**config.mk**
```make
export PLATFORM = sky130hd
export DESIGN_NAME = host_mailbox_sequencer
export DESIGN_NICKNAME = d
export VERILOG_FILES = /design/src/rtl/host_mbx_pkg.sv /design/src/rtl/mbx_watchdog.sv /design/src/rtl/host_mailbox_sequencer.sv
export SDC_FILE = /design/constraint.sdc
export NUM_CORES = 1
export LEC_CHECK = 0
export BUFFER_PORTS_ARGS = -buffer_cell sky130_fd_sc_hd__buf_2
export CAP_MARGIN = 30
export CORE_AREA = 8 8 101 103
export DETAILED_ROUTE_END_ITERATION = 7
export DIE_AREA = 0 0 109 111
export GPL_TIMING_DRIVEN = 0
export PLACE_DENSITY_LB_ADDON = 0.05
export REMOVE_ABC_BUFFERS = 1
export SYNTH_ARGS = -nofsm -noshare
export SYNTH_HDL_FRONTEND = slang
export SYNTH_SLANG_ARGS = --single-unit
```
**constraint.sdc**
```tcl
create_clock -name clk -period 3.27 [get_ports clk]
set_input_delay 0.654 -clock clk [delete_from_list [all_inputs] [get_ports clk]]
set_output_delay 0.654 -clock clk [all_outputs]
set_load 0.02 [all_outputs]
```
**src/rtl/host_mbx_pkg.sv**
```systemverilog
// Shared types and constants for the host mailbox sequencer: FSM states,
// host flag/status codes and a width-generic byte-order swap.
package host_mbx_pkg;

    typedef enum logic [2:0] {
        S_IDLE,
        S_ACK,
        S_RUN,
        S_RD_WAIT,
        S_FINISH,
        S_ERR
    } mbx_state_t;

    localparam logic [31:0] CMD_START = 32'h0001_0000;
    localparam logic [31:0] ST_BUSY   = 32'd2;
    localparam logic [31:0] ST_DONE   = 32'd4;
    localparam logic [31:0] ST_ERR    = 32'd8;

    // Widest data bus the swap helper supports; callers cast in and out.
    localparam int BSWAP_MAX_W = 256;

    function automatic logic [BSWAP_MAX_W-1:0] byteswap(input logic [BSWAP_MAX_W-1:0] d,
                                                        input int nbytes);
        logic [BSWAP_MAX_W-1:0] r;
        r = '0;
        for (int i = 0; i < BSWAP_MAX_W / 8; i++) begin
            if (i < nbytes) begin
                r[i*8 +: 8] = d[(nbytes-1-i)*8 +: 8];
            end
        end
        return r;
    endfunction

endpackage

```
**src/rtl/mbx_watchdog.sv**
```systemverilog
// Read-wait watchdog: counts cycles while enabled and flags expiry when the
// count reaches TIMEOUT-1. Used only when HOST_MBX_WATCHDOG_EN is defined.
module mbx_watchdog #(
    parameter int TIMEOUT = 1024
) (
    input  logic clk,
    input  logic rst_n,
    input  logic clr,
    input  logic en,
    output logic expire
);

    localparam int CNT_W = $clog2(TIMEOUT + 1);

    logic [CNT_W-1:0] count_q;

    // NOTE: sequential state uses non-blocking assignments only, so every
    // register samples the pre-edge values of its neighbours.
    always_ff @(posedge clk or negedge rst_n) begin
        if (!rst_n) begin
            count_q <= '0;
        end else if (clr) begin
            count_q <= '0;
        end else if (en) begin
            count_q <= count_q + 1'b1;
        end
    end

    assign expire = en && (count_q == CNT_W'(TIMEOUT - 1));

endmodule

```
**src/rtl/host_mailbox_sequencer.sv**
```systemverilog
// Host handshake and memory sequencer between shared SRAM and the compute core.
// Optional read-wait watchdog and ERROR status enabled by HOST_MBX_WATCHDOG_EN.
module host_mailbox_sequencer
    import host_mbx_pkg::*;
#(
    parameter int               ADDR_W       = 21,
    parameter int               DATA_W       = 32,
    parameter int               NUM_FRAMES   = 2,
    parameter int               SET_W        = 8,
    parameter int               RESULT_WORDS = 4,
    parameter logic [ADDR_W-1:0] RESULT_BASE = 21'h03CF96,
    parameter logic [ADDR_W-1:0] FLAG_ADDR   = '0,
    parameter logic [ADDR_W-1:0] STATUS_ADDR = 21'h07FFFE,
    parameter int               TIMEOUT      = 1024,
    localparam int              FRAME_W      = $clog2(NUM_FRAMES),
    localparam int              IDX_W        = $clog2(RESULT_WORDS)
) (
    input  logic               clk,
    input  logic               rst_n,
    input  logic [DATA_W-1:0]  in_flag,
    output logic               flag_we,
    output logic [ADDR_W-1:0]  flag_addr,
    output logic [DATA_W-1:0]  flag_wdata,
    output logic               mem_req,
    output logic               mem_we,
    output logic [ADDR_W-1:0]  mem_addr,
    output logic [DATA_W-1:0]  mem_wdata,
    input  logic [DATA_W-1:0]  mem_rdata,
    input  logic               mem_rvalid,
    output logic               core_ready,
    input  logic               core_req,
    input  logic               core_we,
    input  logic [ADDR_W-1:0]  core_addr,
    input  logic [SET_W-1:0]   core_set,
    input  logic [IDX_W-1:0]   core_wr_idx,
    input  logic [DATA_W-1:0]  core_wdata,
    output logic [DATA_W-1:0]  core_rdata,
    output logic               core_rvalid,
    input  logic               core_set_done,
    output logic [FRAME_W-1:0] frame_sel,
    output logic               error
);

    mbx_state_t         state_q, state_d;
    logic               armed_q, armed_d;
    logic               done_pend_q, done_pend_d;
    logic [FRAME_W-1:0] frame_q, frame_d;
    logic               start_accept;
    logic               wd_expire;
    logic [ADDR_W-1:0]  result_addr;

    // RESULT_WORDS is a power of two, so the set offset is a shift.
    assign result_addr = RESULT_BASE + (ADDR_W'(core_set) << IDX_W) + ADDR_W'(core_wr_idx);

    always_ff @(posedge clk or negedge rst_n) begin
        if (!rst_n) begin
            state_q     <= S_IDLE;
            armed_q     <= 1'b0;
            done_pend_q <= 1'b0;
            frame_q     <= FRAME_W'(NUM_FRAMES - 1);
        end else begin
            state_q     <= state_d;
            armed_q     <= armed_d;
            done_pend_q <= done_pend_d;
            frame_q     <= frame_d;
        end
    end

    // NOTE: every signal driven here gets a default first; a path that leaves
    // one unassigned would infer a latch.
    always_comb begin
        state_d      = state_q;
        armed_d      = armed_q;
        done_pend_d  = done_pend_q;
        frame_d      = frame_q;
        start_accept = 1'b0;
        flag_we      = 1'b0;
        flag_addr    = '0;
        flag_wdata   = '0;
        mem_req      = 1'b0;
        mem_we       = 1'b0;
        mem_addr     = '0;
        mem_wdata    = '0;
        core_ready   = 1'b0;
        core_rdata   = '0;
        core_rvalid  = 1'b0;

        case (state_q)
            S_IDLE: begin
                if (in_flag == DATA_W'(CMD_START)) begin
                    if (armed_q) begin
                        start_accept = 1'b1;
                        armed_d      = 1'b0;
                        frame_d      = (frame_q == FRAME_W'(NUM_FRAMES - 1)) ? '0
                                                                             : frame_q + 1'b1;
                        state_d      = S_ACK;
                    end
                end else begin
                    armed_d = 1'b1;
                end
            end
            S_ACK: begin
                flag_we    = 1'b1;
                flag_addr  = FLAG_ADDR;
                flag_wdata = DATA_W'(ST_BUSY);
                state_d    = S_RUN;
            end
            S_RUN: begin
                core_ready = 1'b1;
                if (core_req && core_we) begin
                    mem_req   = 1'b1;
                    mem_we    = 1'b1;
                    mem_addr  = result_addr;
                    mem_wdata = DATA_W'(byteswap(BSWAP_MAX_W'(core_wdata), DATA_W / 8));
                    if (core_set_done) state_d = S_FINISH;
                end else if (core_req) begin
                    mem_req     = 1'b1;
                    mem_addr    = core_addr;
                    done_pend_d = core_set_done;
                    state_d     = S_RD_WAIT;
                end else if (core_set_done) begin
                    state_d = S_FINISH;
                end
            end
            S_RD_WAIT: begin
                if (mem_rvalid) begin
                    core_rvalid = 1'b1;
                    core_rdata  = DATA_W'(byteswap(BSWAP_MAX_W'(mem_rdata), DATA_W / 8));
                    done_pend_d = 1'b0;
                    state_d     = done_pend_q ? S_FINISH : S_RUN;
                end else if (wd_expire) begin
                    done_pend_d = 1'b0;
                    state_d     = S_ERR;
                end
            end
            S_FINISH: begin
                flag_we    = 1'b1;
                flag_addr  = STATUS_ADDR;
                flag_wdata = DATA_W'(ST_DONE);
                state_d    = S_IDLE;
            end
            S_ERR: begin
`ifdef HOST_MBX_WATCHDOG_EN
                flag_we    = 1'b1;
                flag_addr  = STATUS_ADDR;
                flag_wdata = DATA_W'(ST_ERR);
`endif
                state_d    = S_IDLE;
            end
            default: state_d = S_IDLE;
        endcase
    end

    assign frame_sel = frame_q;

`ifdef HOST_MBX_WATCHDOG_EN
    logic wd_clr;
    logic wd_en;
    logic error_q;

    // Clearing on the issuing RUN cycle makes the first RD_WAIT cycle count 0.
    assign wd_clr = (state_q == S_RUN) && core_req && !core_we;
    assign wd_en  = (state_q == S_RD_WAIT);

    mbx_watchdog #(
        .TIMEOUT (TIMEOUT)
    ) u_watchdog (
        .clk    (clk),
        .rst_n  (rst_n),
        .clr    (wd_clr),
        .en     (wd_en),
        .expire (wd_expire)
    );

    always_ff @(posedge clk or negedge rst_n) begin
        if (!rst_n) begin
            error_q <= 1'b0;
        end else if (start_accept) begin
            error_q <= 1'b0;
        end else if (state_q == S_ERR) begin
            error_q <= 1'b1;
        end
    end

    assign error = error_q;
`else
    assign wd_expire = 1'b0;
    assign error     = 1'b0;
`endif

endmodule
```
* Word-level counts from Yosys, hierarchy flattened *
Cells that the tools add are included.

operators by class
  add/sub/neg operators = 3
  equality and inequality tests = 10
  multiplexer cells = 32
  reductions and logical operators = 7

operator list
  kind                      number
  $mux W32                  4
  $mux W21                  3
  $eq A32 B17 Y1 const B    1
  $mux W3                   7
  $add A19 B2 Y20           1
  $add A18 B10 Y19 const A  1
  $mux W19                  1
  $mux W1                   14
  $pmux W3 S4               1
  $ne A2 B2 Y1 const B      5
  $eq A3 B2 Y1 const B      2
  $pmux W3 S2               1
  $reduce_and A3 Y1         2
  $reduce_and A4 Y1         1
  $eq A3 B1 Y1 const B      1
  $eq A3 B3 Y1 const B      1
  $logic_not A3 Y1          1
  $pmux W1 S2               1
  $reduce_bool A2 Y1        1
  $reduce_or A2 Y1          1
  $add A1 B1 Y1 const B     1
  $logic_and A1 B1 Y1       1

storage, ports and cells
  flip-flop bits (word level) = 6
  input port bits = 133
  logic and storage cells = 56

* Longest topological paths before layout *
  depth in word-level cells = 4
  gate-level depth with buffers = 7
  gate-level depth less buffers = 7

* Least setup slack after synthesis *
No wires, ideal clock.

  path kind = input to output
  start = in core_set[0]
  end = out mem_addr[7]
  arrival time = 1.685 ns
  required time = 2.616 ns
  slack = 0.931 ns
  stages = 7
  buffers on the path = 0
  path through = inv_1 ha_1 nor2b_1 o211ai_1 xor2_1 mux2i_1 nor2_1

on the way
  longest elaborated chain between the ends = 4

ends and longest elaborated chain
  element           RTL line                       text
  from (decl)       host_mailbox_sequencer.sv:34   input logic [SET_W-1:0] core_set,
  $add A18 B10 Y19  host_mailbox_sequencer.sv:53   assign result_addr = RESULT_BASE + (ADDR_W'(core_set) << IDX_W) + ADDR_W'(core_wr_idx);
  $add A19 B2 Y20   host_mailbox_sequencer.sv:53
  $mux W21          host_mailbox_sequencer.sv:110  if (core_req && core_we) begin
  $mux W21          host_mailbox_sequencer.sv:88   case (state_q)
  to (decl)         host_mailbox_sequencer.sv:26   output logic [ADDR_W-1:0] mem_addr,

Every way passes these cells.

* Final worst setup path *
  start = in core_we
  end = out mem_addr[3]

on the way
  longest elaborated chain between the ends = 3

ends and longest elaborated chain
  element              RTL line                       text
  from (decl)          host_mailbox_sequencer.sv:32   input logic core_we,
  $logic_and A1 B1 Y1  host_mailbox_sequencer.sv:110
  $mux W21             host_mailbox_sequencer.sv:110
  $mux W21             host_mailbox_sequencer.sv:88

Every way passes these cells.

==> results.yml <==
setup_path:
  cp-start-kind: "primary input"
  arrival_ns: 2.22
  critPathKind: "primary input to primary output"
  crit_fanout: 52
  cp-end-kind: "primary output"
  required_ns: 2.62
synth:
  yosysWarnings: 0
  synth_edf_count: 0
  netlist_instances: 243
  yosysUniqueCellTypes: 45
  synthArstFlopShare_pct: 100.0
  synth_flop_cell: "dfrtp_1"
  yosysSeqAreaShare_pct: 8.877
  avgSynthCellArea_um2: 7.018
  yosys_register_bits: 6
  netlist_area_um2: 1705
sta:
  relSlewSlack_pct: 40.04
  final-hold-violation-count: 0
  setup_tns_ns: 0
  setup_viol: 0
  grt_setup_unrepaired: "false"
  fmax_mhz: 348.1
  period_needed_ns: 2.873
  period_share_pct: 87.86
  worst_slack_ns: 0.3969
  skew_ns: 0.0008133
  tightest_slew_ns: 0.8984
  drv_slew: 0
floorplanning:
  ios: 278
  floorplan.initialDensity_pct: 19.94
  die_h_um: 111
  core_area_um2: 8551
  die_area_um2: 12100
  die_w_um: 109
  core.rowCount: 34
layout:
  layout.cells.non_filler: 563
  final_cell_mix: "buf_2 (242), and3_1 (36), conb_1 (34)"
  drive_gt1_share_pct: 57.58
  mostFrequentLayoutCell: "buf_2"
  n_antenna_cell: 0
  nNetsFinal: 590
  fillers: 993
  postLayoutCellArea_um2: 2735
  area_growth_syn_to_layout_pct: 60.38
place:
  place_area_um2: 2688
  place_congestion: 0.7240
  pre_cts_slack_ns: -0.01502
  io_buffers: 243
  dpl.cell_count: 559
  dp_hpwl_um: 7757
pwr:
  p_leak_nw: 1.854
  peakVddDrop_uv: 129.5
  total_power_mw: 1.022
  cellPowerDensity_nw_per_um2: 373.6
worst_hold_path:
  min_path_type: "primary input to async pin"
clock_network:
  cts-root-buf: "clkbuf_8"
  hold_buffers: 0
  cts_made_buffers: 3
  clk_path_buf_depth: 2
  cts_tree: "built"
  clkTransAtPathRegs_ns: 0.04
  cts.sinks: 6
  htree_levels: 1
  clk_latency_ns: 0.22
  post_cts_buffers: 0
route:
  ant_nets: 0
  dr.pass1.iters: 4
  drc_errors: 0
  viasPerCell: 3.950
  drt_iter0_drc: 68
  drt-total-wl_um: 8788
  vias: 2224
  drt-wirelength-per-cell_um: 15.61
global_route:
  grt_pass1_wl_um: 12590
  antenna_found_initial: 0
  grt_util_met1_pct: 12.80
  grt_use_total_pct: 12.98
  use_met2_pct: 26.87
  grt_max_degree: 53
  use_met3_pct: 2.384
  grt_pass1_vias: 2179
  overflow: 0
  gr-max-usage-layer: "met2"
job:
  drv_cap: 0
outcome:
  status: "finished, final reports clean"
final timing paths:
path	to	slack, ns	cells past startpoint	from
min in group clk	frame_sel$_DFFE_PN1P_	0.49	1	frame_sel$_DFFE_PN1P_
min	state_q[1]$_DFFE_PN0P_	0.25	1	rst_n
min reg2reg	frame_sel$_DFFE_PN1P_	0.49	1	frame_sel$_DFFE_PN1P_
max reg2reg	done_pend_q$_DFFE_PN0P_	1.83	4	state_q[0]$_DFFE_PN0P_
max	mem_addr[3]	0.40	6	core_we
max in group asynchronous	frame_sel$_DFFE_PN1P_	2.80	1	rst_n
report_power, final:
part	switching [mW]	total [mW]	internal, mW
Clock	0.0335	0.117	0.0840
Combinational	0.500	0.772	0.272
Sequential	0.0387	0.132	0.0936
final cells by class:
cell class	count	area, µm²	area share, %
well taps	108	135.1	4.941
multi-input cells	197	1164	42.54
clock buffers	4	45.04	1.647
inverters	5	21.27	0.7777
flip-flops and latches	6	151.4	5.535
repair buffers	243	1219	44.56
through the flow:
step / util (%) / hold slack, ns
3_5_place_dp: 31.43 / 0.4794
2_1_floorplan: - / 0.3584
5_1_grt: 31.99 / 0.2531
6_report: 31.99 / 0.2481
4_1_cts: 31.99 / 0.2514
3_3_place_gp: 31.43 / 0.4790
layer usage:
| layer | part of all wire, % | up-vias |
|---|---|---|
| met2 | 57 | 121 |
| met4 | 0 | 0 |
| met3 | 9.2 | 0 |
| li1 | - | 1156 |
| met1 | 34 | 947 |
| met5 | 0 | - |
worst max-delay path, cell delays in order:
cell and delay (ns):
buf_4 0.41, clkinv_1 0.47, nor3_1 0.29, a21oi_1 0.07
nor2_1 0.12, buf_2 0.19
cells by family after synthesis:
family | synth area share (%)
and+or+nand+nor | 43.29
buffers and inverters | 30.15
AOI/OAI and AO/OA | 10.20
xor gates and xnor gates | 3.595
DFF | 8.878
muxes | 2.935
adders and majority gates | 0.7336
other | 0.2199
cell usage after synthesis (all sizes together) (2+ instances only):
library cell | number | area share, %
xnor2 | 4 | 2.1
inv | 4 | 1.0
buf | 62 | 27
nand2 | 8 | 2.2
dfrtp | 5 | 7.3
mux2i | 5 | 2.9
and3 | 36 | 13
nand3 | 4 | 1.2
nor2 | 24 | 5.7
nor3 | 3 | 0.88
nor4 | 7 | 2.6
and2 | 33 | 12
o211ai | 2 | 1.2
clkbuf | 6 | 1.5
a21oi | 8 | 3.0
nand4 | 2 | 0.73
nor3b | 2 | 1.5
o21ai | 6 | 2.4
a211oi | 2 | 0.88
xor2 | 3 | 1.5
nor2b | 3 | 1.1
registers in the layout (all words and copies together) (netlist names):
name,cells
state_q,3
armed_q,1
done_pend_q,1
frame_sel,1
timing repair:
action	CTS	global route
endpoints found under the hold margin	0	0
setup endpoints to repair	1	0
gates resized for setup	1	0
No activity file was read; power rests on OpenSTA's default activity.
